===== config.mk =====
export PLATFORM = sky130hd
export DESIGN_NAME = rgb_plane_arbiter
export DESIGN_NICKNAME = d
export VERILOG_FILES = /design/src/rtl/rgb_mem_pkg.sv /design/src/rtl/rr2_lock_arb.sv /design/src/rtl/rgb_plane_arbiter.sv
export SDC_FILE = /design/constraint.sdc
export NUM_CORES = 1
export LEC_CHECK = 0
export CORE_MARGIN = 2
export CORE_UTILIZATION = 36
export CTS_CLUSTER_SIZE = 10
export DETAILED_ROUTE_END_ITERATION = 8
export PLACE_DENSITY_LB_ADDON = 0.08
export SLEW_MARGIN = 40
export SYNTH_ARGS = -nofsm -noshare
export SYNTH_HDL_FRONTEND = slang
export SYNTH_SLANG_ARGS = --single-unit

===== constraint.sdc =====
create_clock -name clk -period 2.15 [get_ports clk]
set_input_delay 0.3225 -clock clk [delete_from_list [all_inputs] [get_ports clk]]
set_output_delay 0.3225 -clock clk [all_outputs]
set_load 0.1 [all_outputs]

===== src/rtl/rgb_mem_pkg.sv =====
// rtl/rgb_mem_pkg.sv - shared colour-plane memory encodings and helpers
package rgb_mem_pkg;

  localparam int AW = 14;
  localparam int DW = 8;
  localparam int NUM_PLANES = 3;

  typedef enum logic [1:0] {
    PLANE_R   = 2'd0,
    PLANE_G   = 2'd1,
    PLANE_B   = 2'd2,
    PLANE_ALL = 2'd3
  } plane_e;

  // Bit 0 = R, bit 1 = G, bit 2 = B. An all-planes read has no single
  // return plane, so it degrades to an R read.
  function automatic logic [2:0] plane_mask(input logic [1:0] plane, input logic we);
    logic [2:0] m;
    case (plane)
      2'd0:    m = 3'b001;
      2'd1:    m = 3'b010;
      2'd2:    m = 3'b100;
      default: m = we ? 3'b111 : 3'b001;
    endcase
    return m;
  endfunction

  // Plane whose SRAM output feeds the read return for a given request.
  function automatic logic [1:0] read_plane(input logic [1:0] plane);
    return (plane == 2'd3) ? 2'd0 : plane;
  endfunction

endpackage


===== src/rtl/rr2_lock_arb.sv =====
// rtl/rr2_lock_arb.sv - two-way round-robin arbiter with bounded priority lock
module rr2_lock_arb #(
  parameter int MAX_LOCK = 32
) (
  input  logic       clk,
  input  logic       reset,
  input  logic [1:0] req,
  input  logic [1:0] lock,
  input  logic [2:0] mask0,
  input  logic [2:0] mask1,
  output logic [1:0] gnt
);

  localparam logic [7:0] LOCK_LAST = 8'(MAX_LOCK - 1);

  logic       ptr;
  logic [7:0] lock_cnt;
  logic       h_req;
  logic       l_req;
  logic       h_lock;
  logic [2:0] h_mask;
  logic [2:0] l_mask;
  logic       gnt_h;
  logic       gnt_l;

  // High-priority side always wins; low side only loses on a plane overlap.
  always_comb begin
    h_req  = ptr ? req[1]  : req[0];
    l_req  = ptr ? req[0]  : req[1];
    h_lock = ptr ? lock[1] : lock[0];
    h_mask = ptr ? mask1   : mask0;
    l_mask = ptr ? mask0   : mask1;
    gnt_h  = h_req & ~reset;
    gnt_l  = l_req & ~reset & ~(gnt_h & (|(h_mask & l_mask)));
    gnt    = ptr ? {gnt_h, gnt_l} : {gnt_l, gnt_h};
  end

  // Priority rotates after every high-side access unless it holds a lock,
  // and the lock is cut off after MAX_LOCK consecutive accesses.
  always_ff @(posedge clk or posedge reset) begin
    if (reset) begin
      ptr      <= 1'b0;
      lock_cnt <= 8'd0;
    end else if (h_req && h_lock && (lock_cnt != LOCK_LAST)) begin
      lock_cnt <= lock_cnt + 8'd1;
    end else if (h_req) begin
      ptr      <= ~ptr;
      lock_cnt <= 8'd0;
    end else begin
      lock_cnt <= 8'd0;
    end
  end

endmodule


===== src/rtl/rgb_plane_arbiter.sv =====
// rtl/rgb_plane_arbiter.sv - shares the R/G/B plane SRAMs between demosaic and host
module rgb_plane_arbiter #(
  parameter int AW       = rgb_mem_pkg::AW,
  parameter int DW       = rgb_mem_pkg::DW,
  parameter int MAX_LOCK = 32
) (
  input  logic          clk,
  input  logic          reset,
  input  logic          req_i   [0:1],
  input  logic          we_i    [0:1],
  input  logic [1:0]    plane_i [0:1],
  input  logic [AW-1:0] addr_i  [0:1],
  input  logic [DW-1:0] wdata_i [0:1],
  input  logic          lock_i  [0:1],
  output logic          gnt_o    [0:1],
  output logic          rvalid_o [0:1],
  output logic [DW-1:0] rdata_o  [0:1],
  output logic          wr_r,
  output logic          wr_g,
  output logic          wr_b,
  output logic [AW-1:0] addr_r,
  output logic [AW-1:0] addr_g,
  output logic [AW-1:0] addr_b,
  output logic [DW-1:0] wdata_r,
  output logic [DW-1:0] wdata_g,
  output logic [DW-1:0] wdata_b,
  input  logic [DW-1:0] rdata_r,
  input  logic [DW-1:0] rdata_g,
  input  logic [DW-1:0] rdata_b
);

  import rgb_mem_pkg::*;

  logic [1:0]    req_v;
  logic [1:0]    lock_v;
  logic [2:0]    mask    [0:1];
  logic [1:0]    gnt;
  logic [2:0]    p_wr;
  logic [AW-1:0] p_addr  [0:2];
  logic [DW-1:0] p_wdata [0:2];
  logic [1:0]    rv;
  logic [1:0]    rsel    [0:1];

  // Per-requester plane masks and packed request/lock vectors for the arbiter.
  always_comb begin
    req_v  = {req_i[1], req_i[0]};
    lock_v = {lock_i[1], lock_i[0]};
    for (int k = 0; k < 2; k++) begin
      mask[k] = plane_mask(plane_i[k], we_i[k]);
    end
  end

  rr2_lock_arb #(
    .MAX_LOCK (MAX_LOCK)
  ) u_arb (
    .clk   (clk),
    .reset (reset),
    .req   (req_v),
    .lock  (lock_v),
    .mask0 (mask[0]),
    .mask1 (mask[1]),
    .gnt   (gnt)
  );

  assign gnt_o[0] = gnt[0];
  assign gnt_o[1] = gnt[1];

  // Each plane follows whichever granted requester covers it; grants never
  // overlap on a plane, so the order of the two checks does not matter.
  always_comb begin
    p_wr = 3'b000;
    for (int p = 0; p < NUM_PLANES; p++) begin
      p_addr[p]  = '0;
      p_wdata[p] = '0;
      if (gnt[0] && mask[0][p]) begin
        p_wr[p]    = we_i[0];
        p_addr[p]  = addr_i[0];
        p_wdata[p] = wdata_i[0];
      end else if (gnt[1] && mask[1][p]) begin
        p_wr[p]    = we_i[1];
        p_addr[p]  = addr_i[1];
        p_wdata[p] = wdata_i[1];
      end
    end
  end

  assign wr_r    = p_wr[0];
  assign wr_g    = p_wr[1];
  assign wr_b    = p_wr[2];
  assign addr_r  = p_addr[0];
  assign addr_g  = p_addr[1];
  assign addr_b  = p_addr[2];
  assign wdata_r = p_wdata[0];
  assign wdata_g = p_wdata[1];
  assign wdata_b = p_wdata[2];

  // Remember which granted reads are in flight and which plane answers them.
  always_ff @(posedge clk or posedge reset) begin
    if (reset) begin
      rv      <= 2'b00;
      rsel[0] <= 2'd0;
      rsel[1] <= 2'd0;
    end else begin
      for (int k = 0; k < 2; k++) begin
        rv[k] <= gnt[k] & ~we_i[k];
        if (gnt[k] && !we_i[k]) begin
          rsel[k] <= read_plane(plane_i[k]);
        end
      end
    end
  end

  // Steer the SRAM output of the selected plane back; zero when not valid.
  always_comb begin
    for (int k = 0; k < 2; k++) begin
      rvalid_o[k] = rv[k];
      rdata_o[k]  = '0;
      if (rv[k]) begin
        case (rsel[k])
          2'd0:    rdata_o[k] = rdata_r;
          2'd1:    rdata_o[k] = rdata_g;
          2'd2:    rdata_o[k] = rdata_b;
          default: rdata_o[k] = '0;
        endcase
      end
    end
  end

endmodule


==> run summary, run 1 <==
GP Congestion = 0.791
Root Driver = clkbuf_8
Post-synthesis xor/xnor area fraction = 2.24%
DP Area = 5830 µm²
YS warnings = 0
Outcome = did not finish
Post-Syn Area = 2350 µm²
CTS max path bufs = 2
Mapped Cells = 282
Compound-Gate Fraction of Synth Area = 40.4%
Hold buffers post-CTS = 0
Post-CTS setup buffers = 34
Netlist cell types = 45
Stop err = [ERROR DPL-0038] Utilization greater than 100%, impossible to legalize
Die Span Y = 84.8 µm
Dpl hpwl = 9.79 mm
CTS Buf Count = 3
# H-tree levels = 1
Post-Synth Adder-Cell Area = 3.73%
Async set or reset register ratio after synthesis = 100%
Ports = 169
Ys flop type = dfrtp_1
Worst slack, placed = -0.723 ns
CTS sink count = 15
Chip Width = 84.8 µm
Post-synthesis sequential area ratio = 16.0%
Largest family of logic cells by synthesized area = compound AO/OA/AOI/OAI gates
Area share of and/or/nand/nor cells after synthesis = 19.0%
Syn Nets = 369
Post-synthesis mux area share = 10.1%
Stop stage = clock tree synthesis
I/O Buffers = 168
Resize count post-CTS = 95
Row Count = 29
FF+latch count, synth = 15
Post-synth EDFFs = 0
Mean Syn Cell Area = 8.33 µm²
Initial Util = 37.2%
synth_stat cells, drive strengths merged (3+ instances only):
cell | number | area (µm²)
a21oi | 4 | 27.5
nand3 | 9 | 50.1
inv | 9 | 33.8
mux2i | 21 | 225
nand2 | 27 | 101
dfrtp | 15 | 375
xor2 | 5 | 43.8
a22o | 69 | 604
and3 | 3 | 18.8
and2 | 16 | 100
nor2b | 7 | 43.8
nand2b | 5 | 31.3
clkbuf | 6 | 23.8
ha | 7 | 87.6
o211ai | 3 | 22.5
a21boi | 4 | 30.0
buf | 18 | 145
nor2 | 10 | 37.5
o21ai | 20 | 104
cells by family after synthesis:
kind of cell | count (synthesis)
simple gates | 85
fa+ha+maj | 7
buf+inv | 33
xor+xnor | 6
compound gates | 114
flops | 15
mux | 22
metrics by stage:
step                instances  hold WS [ns]  TNS [ns]  util [%]
detailed placement        541         0.496    -47.93      92.4
global placement          541         0.497    -40.52      92.4
floorplan                 282         0.224    -0.292         -
==> run 2, diff against run 1 <==
- CORE_UTILIZATION: 36 -> 32
- CTS_CLUSTER_SIZE: 10 -> not set
- PLACE_DENSITY_LB_ADDON: 0.08 -> 0.15
==> run 2 against run 1 <==
  * The flow now finishes, with violations (setup timing)
  * Synthesized cell count did not move
  * Area after synthesis did not move
==> run summary, run 2 <==
First-pass GRT wire length = 22.9 mm
Later-pin clock latency in the skew report = 0.25 ns
Routed wire length = 20.3 mm
Root Driver = clkbuf_8
Logic gate share of total power = 80.8%
Async set or reset register ratio after synthesis = 100%
P per Cell Area = 468 nW/µm²
Synth area leaders = a22o_1, dfrtp_1, mux2i_1
Failing checks = setup timing
Critical path class = input port to output port
Commonest non-fill, non-tap cell in the layout = buf_12
Crit path launch = plane_i[2]
Multi-input gate area = 2580 µm²
Sequence of cells on the critical path = buf_8 -> inv_1 -> ha_1 -> mux2i_4 -> buf_6 -> o22ai_4 -> o31ai_4 -> buf_6 -> buf_16 -> a22o_4 -> buf_12
Dpl hpwl = 8.93 mm
DR vias/cell = 6.81
CP Depth = 11
FF+latch count, synth = 15
Ys flop type = dfrtp_1
Data arrival, critical path = 2.35 ns
CTS sink count = 15
I/O Buffers = 168
Max Cap Viol = 0
Row Count = 31
GRT overflow = 0
Power Total = 3.12 mW
RSZ-0062 raised after global routing = yes
Reg power frac = 11.6%
Largest register FFs = 8
Syn-to-layout area delta = 184%
Critical path launch point type = input port
Clock power frac = 7.7%
Slew Limit Headroom = 54.8%
Syn Nets = 369
CP max stage cell = mux2i_4
Buf+Inv Stages, Crit Path = 6
Yosys top cell by area = a22o_1
# H-tree levels = 1
Worst hold path type = input port to asynchronous set/reset pin
Final min period = 2.67 ns
Initial Util = 32.7%
GRT Total Usage = 37.9%
CP top delay family = buffers and inverters
Antenna-violating nets left = 0
Worst r2r src = u_arb.ptr$_DFFE_PP0P_
R2R setup slack = 0.11 ns
Worst slew pin tran = 0.676 ns
CTS max path bufs = 2
Drt wl/cell = 33.4 µm
Final Worst Setup Slack = -0.519 ns
CTS tree = built
Outcome = finished, violations left
FF+latch area = 377 µm²
Fin crit share = 124%
Drt drc = 0
Mapped Cells = 282
Final setup vio count = 75
Fmax = 375 MHz
First-pass detailed-route iteration total = 8
Reg clk slew, reported paths = 0.07 ns
Max stage delay on crit path = 0.33 ns
Most used cell, CP = buf_6
Area of the core = 7180 µm²
Worst R2R End = rsel[0]$_DFFE_PP0P_
Most frequent cells in the layout = buf_12, clkdlybuf4s50_1, a22o_4, buf_4, nand2_1
Post-synth EDFFs = 0
Initial DRC Count = 515
FF-to-FF path depth = 7
Chip Width = 89.7 µm
Switching Fraction = 53.3%
Largest net degree at the start of global routing = 24
Nets = 595
Post-Syn Area = 2350 µm²
Register with the most flip-flops = u_arb.lock_cnt
Post-synthesis sequential area ratio = 16.0%
Yosys top cell area share = 25.7%
Netlist cell types = 45
Leak = 2.97 nW
Crit path required time = 1.83 ns
Worst slack, placed = -0.791 ns
Most common cell in the netlist = a22o_1
Critical Path End Type = output port
Die ar. = 8040 µm²
Post-synth top cells = a22o_1, nand2_1, mux2i_1, o21ai_0, and2_1
Vias in the first global route = 3,889
GP Congestion = 0.792
Regs by FF count = u_arb.lock_cnt: 8 flops, rsel: 4 flops, rv: 2 flops
Slew Limit Fails = 0
CP Capture Point = wdata_r[5]
Initial antenna violation count = 2
Power Internal = 1.46 mW
CP Max Fanout = 11
Mean Syn Cell Area = 8.33 µm²
Filler cells = 185
Fin. Hold Viols = 0
CTS Buf Count = 3
Clock Skew = 0.00663 ns
NetSw = 1.66 mW
YS warnings = 0
Die Span Y = 89.7 µm
Ports = 169
Routed vias = 4,138
Maximum vdd ir drop = 0.338 mV
Share of cells above drive strength 1 = 57.0%
run 2: stage by stage:
step,instance area [µm²],hold slack [ns],cells,TNS (ns),util [%]
after global routing,6660,0.280,608,-30.64,92.8
after detailed placement,5870,0.501,564,-49.49,81.8
after CTS,6440,0.380,596,-14.56,89.8
after global placement,5870,0.491,564,-42.09,81.8
after floorplan,2970,0.224,282,-0.292,-
final,6660,0.258,608,-30.93,92.8
run 2: cell type report:
class                           instances  area share (%)
Timing Repair Buffer                  245            52.4
Multi-Input combinational cell        234            38.8
Sequential cell                        15            5.65
Tap cell                               99            1.86
Clock buffer                            4           0.676
Inverter                                9           0.507
Antenna cell                            2          0.0751
run 2: logic make-up (layout without fill, tap and decap cells):
logic type / count (synthesis) / in the layout / share of synthesized area [%]
AO/OA/AOI/OAI: 114 / 114 / 40.4
XOR/XNOR: 6 / 6 / 2.24
adder cells (fa/ha/maj): 7 / 7 / 3.73
buffers and inverters: 33 / 258 / 8.63
flip-flops: 15 / 15 / 16.0
multiplexers: 22 / 22 / 10.1
other: 0 / 2 / 0
AND/OR/NAND/NOR: 85 / 85 / 19.0
run 2: how the worst min path moves through the flow:
| stage | end | cells after the start | slack, ns | start |
|---|---|---|---|---|
| after floorplan | rsel[0]$_DFFE_PP0P_ | 1 | 0.22 | reset |
| after global placement | u_arb.lock_cnt[0]$_DFF_PP0_ | 1 | 0.49 | u_arb.lock_cnt[0]$_DFF_PP0_ |
| after detailed placement | u_arb.lock_cnt[0]$_DFF_PP0_ | 1 | 0.50 | u_arb.lock_cnt[0]$_DFF_PP0_ |
| after CTS | u_arb.lock_cnt[6]$_DFF_PP0_ | 2 | 0.38 | reset |
| after global routing | u_arb.lock_cnt[0]$_DFF_PP0_ | 2 | 0.28 | reset |
| final | rsel[0]$_DFFE_PP0P_ | 2 | 0.26 | reset |
run 2: power groups by stage:
stage | registers [mW] | logic, mW | clock network (mW)
after floorplan | 0.339 | 1.32 | 0
after detailed placement | 0.356 | 2.15 | 0
after CTS | 0.352 | 2.28 | 0.229
final | 0.361 | 2.52 | 0.239
after global routing | 0.361 | 2.55 | 0.247
after global placement | 0.356 | 2.12 | 0
run 2: worst reg2reg max path: stages (launching register included):
cell and delay [ns]:
dfrtp_1 0.45, nor3b_4 0.31, buf_4 0.18, buf_4 0.10, nand2_1 0.15, buf_4 0.21, a221oi_1 0.29, o311ai_1 0.20
run 2: routing by layer:
metal  global-route usage (%)  part of all wire [%]
met2                     67.5                    46
met1                     44.5                    32
met3                     8.04                    13
met5                        0                     0
met4                     13.6                   8.6
run 2: timing repair:
item / CTS / global route
pin swaps: 26 / 22
resized for setup: 65 / 25
gates cloned: 7 / 4
buffers inserted: 22 / 9
hold buffers: 0 / 0
endpoints found under the setup margin: 71 / 79
No activity file was read; power rests on OpenSTA's default activity.
==> run 3, diff against run 2 <==
- CORE_MARGIN: 2 -> 5
==> run 3 against run 2 <==
  * The flow still finishes with violations (setup timing)
  * Critical path type unchanged
  * Register-to-register slack lost 0.12 ns
  * Via count grew 3.9%
  * Flip-flop and latch count is the same
  * Die area grew 14%
  * Clock power is essentially flat
  * Critical path depth shrank 2
  * Cell count grew 2.5%
  * Non-clock buffer count grew 17
  * Sequential share of layout area shrank 0.17 points
  * Final area grew 2.8%
==> run summary, run 3 (synthesis results as in run 2) <==
Outcome = finished, violations left
Failing checks = setup timing
Reg clk slew, reported paths = 0.07 ns
Fin crit share = 129%
Worst slack, placed = -0.788 ns
Worst hold slack = 0.248 ns
Worst slew pin tran = 0.736 ns
CTS Buf Count = 3
Power Total = 3.24 mW
Initial DRC Count = 468
Final Worst Setup Slack = -0.624 ns
Fmax = 360 MHz
Multi-input gate area = 2650 µm²
Routed vias = 4,301
CTS tree = built
Area of the core = 7210 µm²
Initial antenna violation count = 0
Row Count = 31
Drt wl/cell = 36.2 µm
Placed insts = 568
GRT overflow = 0
First-pass GRT wire length = 25.0 mm
Slew Limit Fails = 0
Clock Skew = 0.00768 ns
Power Internal = 1.50 mW
Max stage delay on crit path = 0.55 ns
# diodes = 0
Initial Util = 32.6%
Root Driver = clkbuf_8
DR vias/cell = 6.90
CTS sink count = 15
Drt drc = 0
P per Cell Area = 473 nW/µm²
Worst hold path type = input port to asynchronous set/reset pin
Chip Width = 95.7 µm
Slew Limit Headroom = 50.5%
Switching Fraction = 53.6%
Critical Path End Type = output port
Filler cells = 162
Max Cap Viol = 0
Crit path launch = plane_i[0]
Worst r2r src = u_arb.ptr$_DFFE_PP0P_
Die ar. = 9150 µm²
Final setup vio count = 77
Critical path class = input port to output port
Dpl hpwl = 9.35 mm
GP Congestion = 0.849
GRT Total Usage = 36.5%
Share of cells above drive strength 1 = 59.7%
Nets = 612
Final min period = 2.77 ns
Reg power frac = 10.3%
Fin. Hold Viols = 0
Die Span Y = 95.7 µm
Clock power frac = 7.4%
CTS max path bufs = 2
Register with the most flip-flops = u_arb.lock_cnt
Syn-to-layout area delta = 192%
CP max stage cell = o32ai_4
Hold buffers post-CTS = 0
Vias in the first global route = 3,979
Buf+Inv Stages, Crit Path = 4
Critical path launch point type = input port
Regs by FF count = u_arb.lock_cnt: 8 flops, rsel: 4 flops, rv: 2 flops
Later-pin clock latency in the skew report = 0.26 ns
RSZ-0062 raised after global routing = yes
Sequence of cells on the critical path = buf_8 -> ha_4 -> mux2i_4 -> nor2_4 -> o32ai_4 -> buf_4 -> buf_6 -> a22o_4 -> buf_12
Most frequent cells in the layout = buf_12, clkdlybuf4s50_1, a22o_4, buf_4, nand2_1
CP Max Fanout = 5
NetSw = 1.74 mW
Setup TNS = -35.62 ns
Largest net degree at the start of global routing = 24
Commonest non-fill, non-tap cell in the layout = buf_12
FF+latch area = 375 µm²
# H-tree levels = 1
First-pass detailed-route iteration total = 5
Antenna-violating nets left = 0
Routed wire length = 22.6 mm
Non-filler cells, final = 623
Maximum vdd ir drop = 0.314 mV
Crit path required time = 1.83 ns
CP top delay family = compound AO/OA/AOI/OAI gates
Logic gate share of total power = 82.3%
Ports = 169
Leak = 3.07 nW
Data arrival, critical path = 2.45 ns
I/O Buffers = 168
Largest register FFs = 8
-- run 3: final cells by class --
cell class / count / area share [%]
Tap cell: 99 / 1.81
Timing Repair Buffer: 262 / 52.9
Sequential cell: 15 / 5.48
Multi-Input combinational cell: 234 / 38.7
Clock buffer: 4 / 0.658
Inverter: 9 / 0.493
-- run 3: final timing paths --
kind / end / slack [ns] / cells after the start
setup / recovery: addr_g[2] / -0.62 / 9
hold / removal: u_arb.lock_cnt[2]$_DFF_PP0_ / 0.25 / 2
setup reg to reg: rsel[0]$_DFFE_PP0P_ / -0.01 / 8
hold reg to reg: u_arb.lock_cnt[0]$_DFF_PP0_ / 0.55 / 1
max in group asynchronous: u_arb.lock_cnt[0]$_DFF_PP0_ / 1.51 / 2
min in group clk: u_arb.lock_cnt[0]$_DFF_PP0_ / 0.55 / 1
-- run 3: routing by layer --
layer  part of all wire, %  GRT usage (%)  routed length [µm]  up-vias
met5                     0              0                   0        -
met4                   9.3           13.5                2110        0
met3                    14           10.4                3170      217
met2                    44           63.9                9860      520
met1                    33           41.8                7440     1991
li1                      -              -                   -     1573
-- run 3: power groups by stage --
stage | combinational [mW] | sequential, mW | clock (mW)
finish | 2.66 | 0.333 | 0.241
global route | 2.69 | 0.333 | 0.251
CTS | 2.33 | 0.327 | 0.227
detailed placement | 2.19 | 0.330 | 0
global placement | 2.16 | 0.327 | 0
floorplan | 1.32 | 0.339 | 0
-- run 3: per-stage QoR --
stage | utilization (%) | area (µm²)
6_report | 95.0 | 6850
5_1_grt | 95.0 | 6850
4_1_cts | 89.6 | 6470
3_5_place_dp | 81.5 | 5880
3_3_place_gp | 81.5 | 5880
2_1_floorplan | - | 2970
-- run 3: what timing repair did --
| action | in CTS | in global routing |
|---|---|---|
| resized for setup | 66 | 45 |
| endpoints found under the setup margin | 71 | 71 |
| buffers inserted | 16 | 26 |
| pin swaps | 9 | 31 |
| cloned | 8 | 7 |
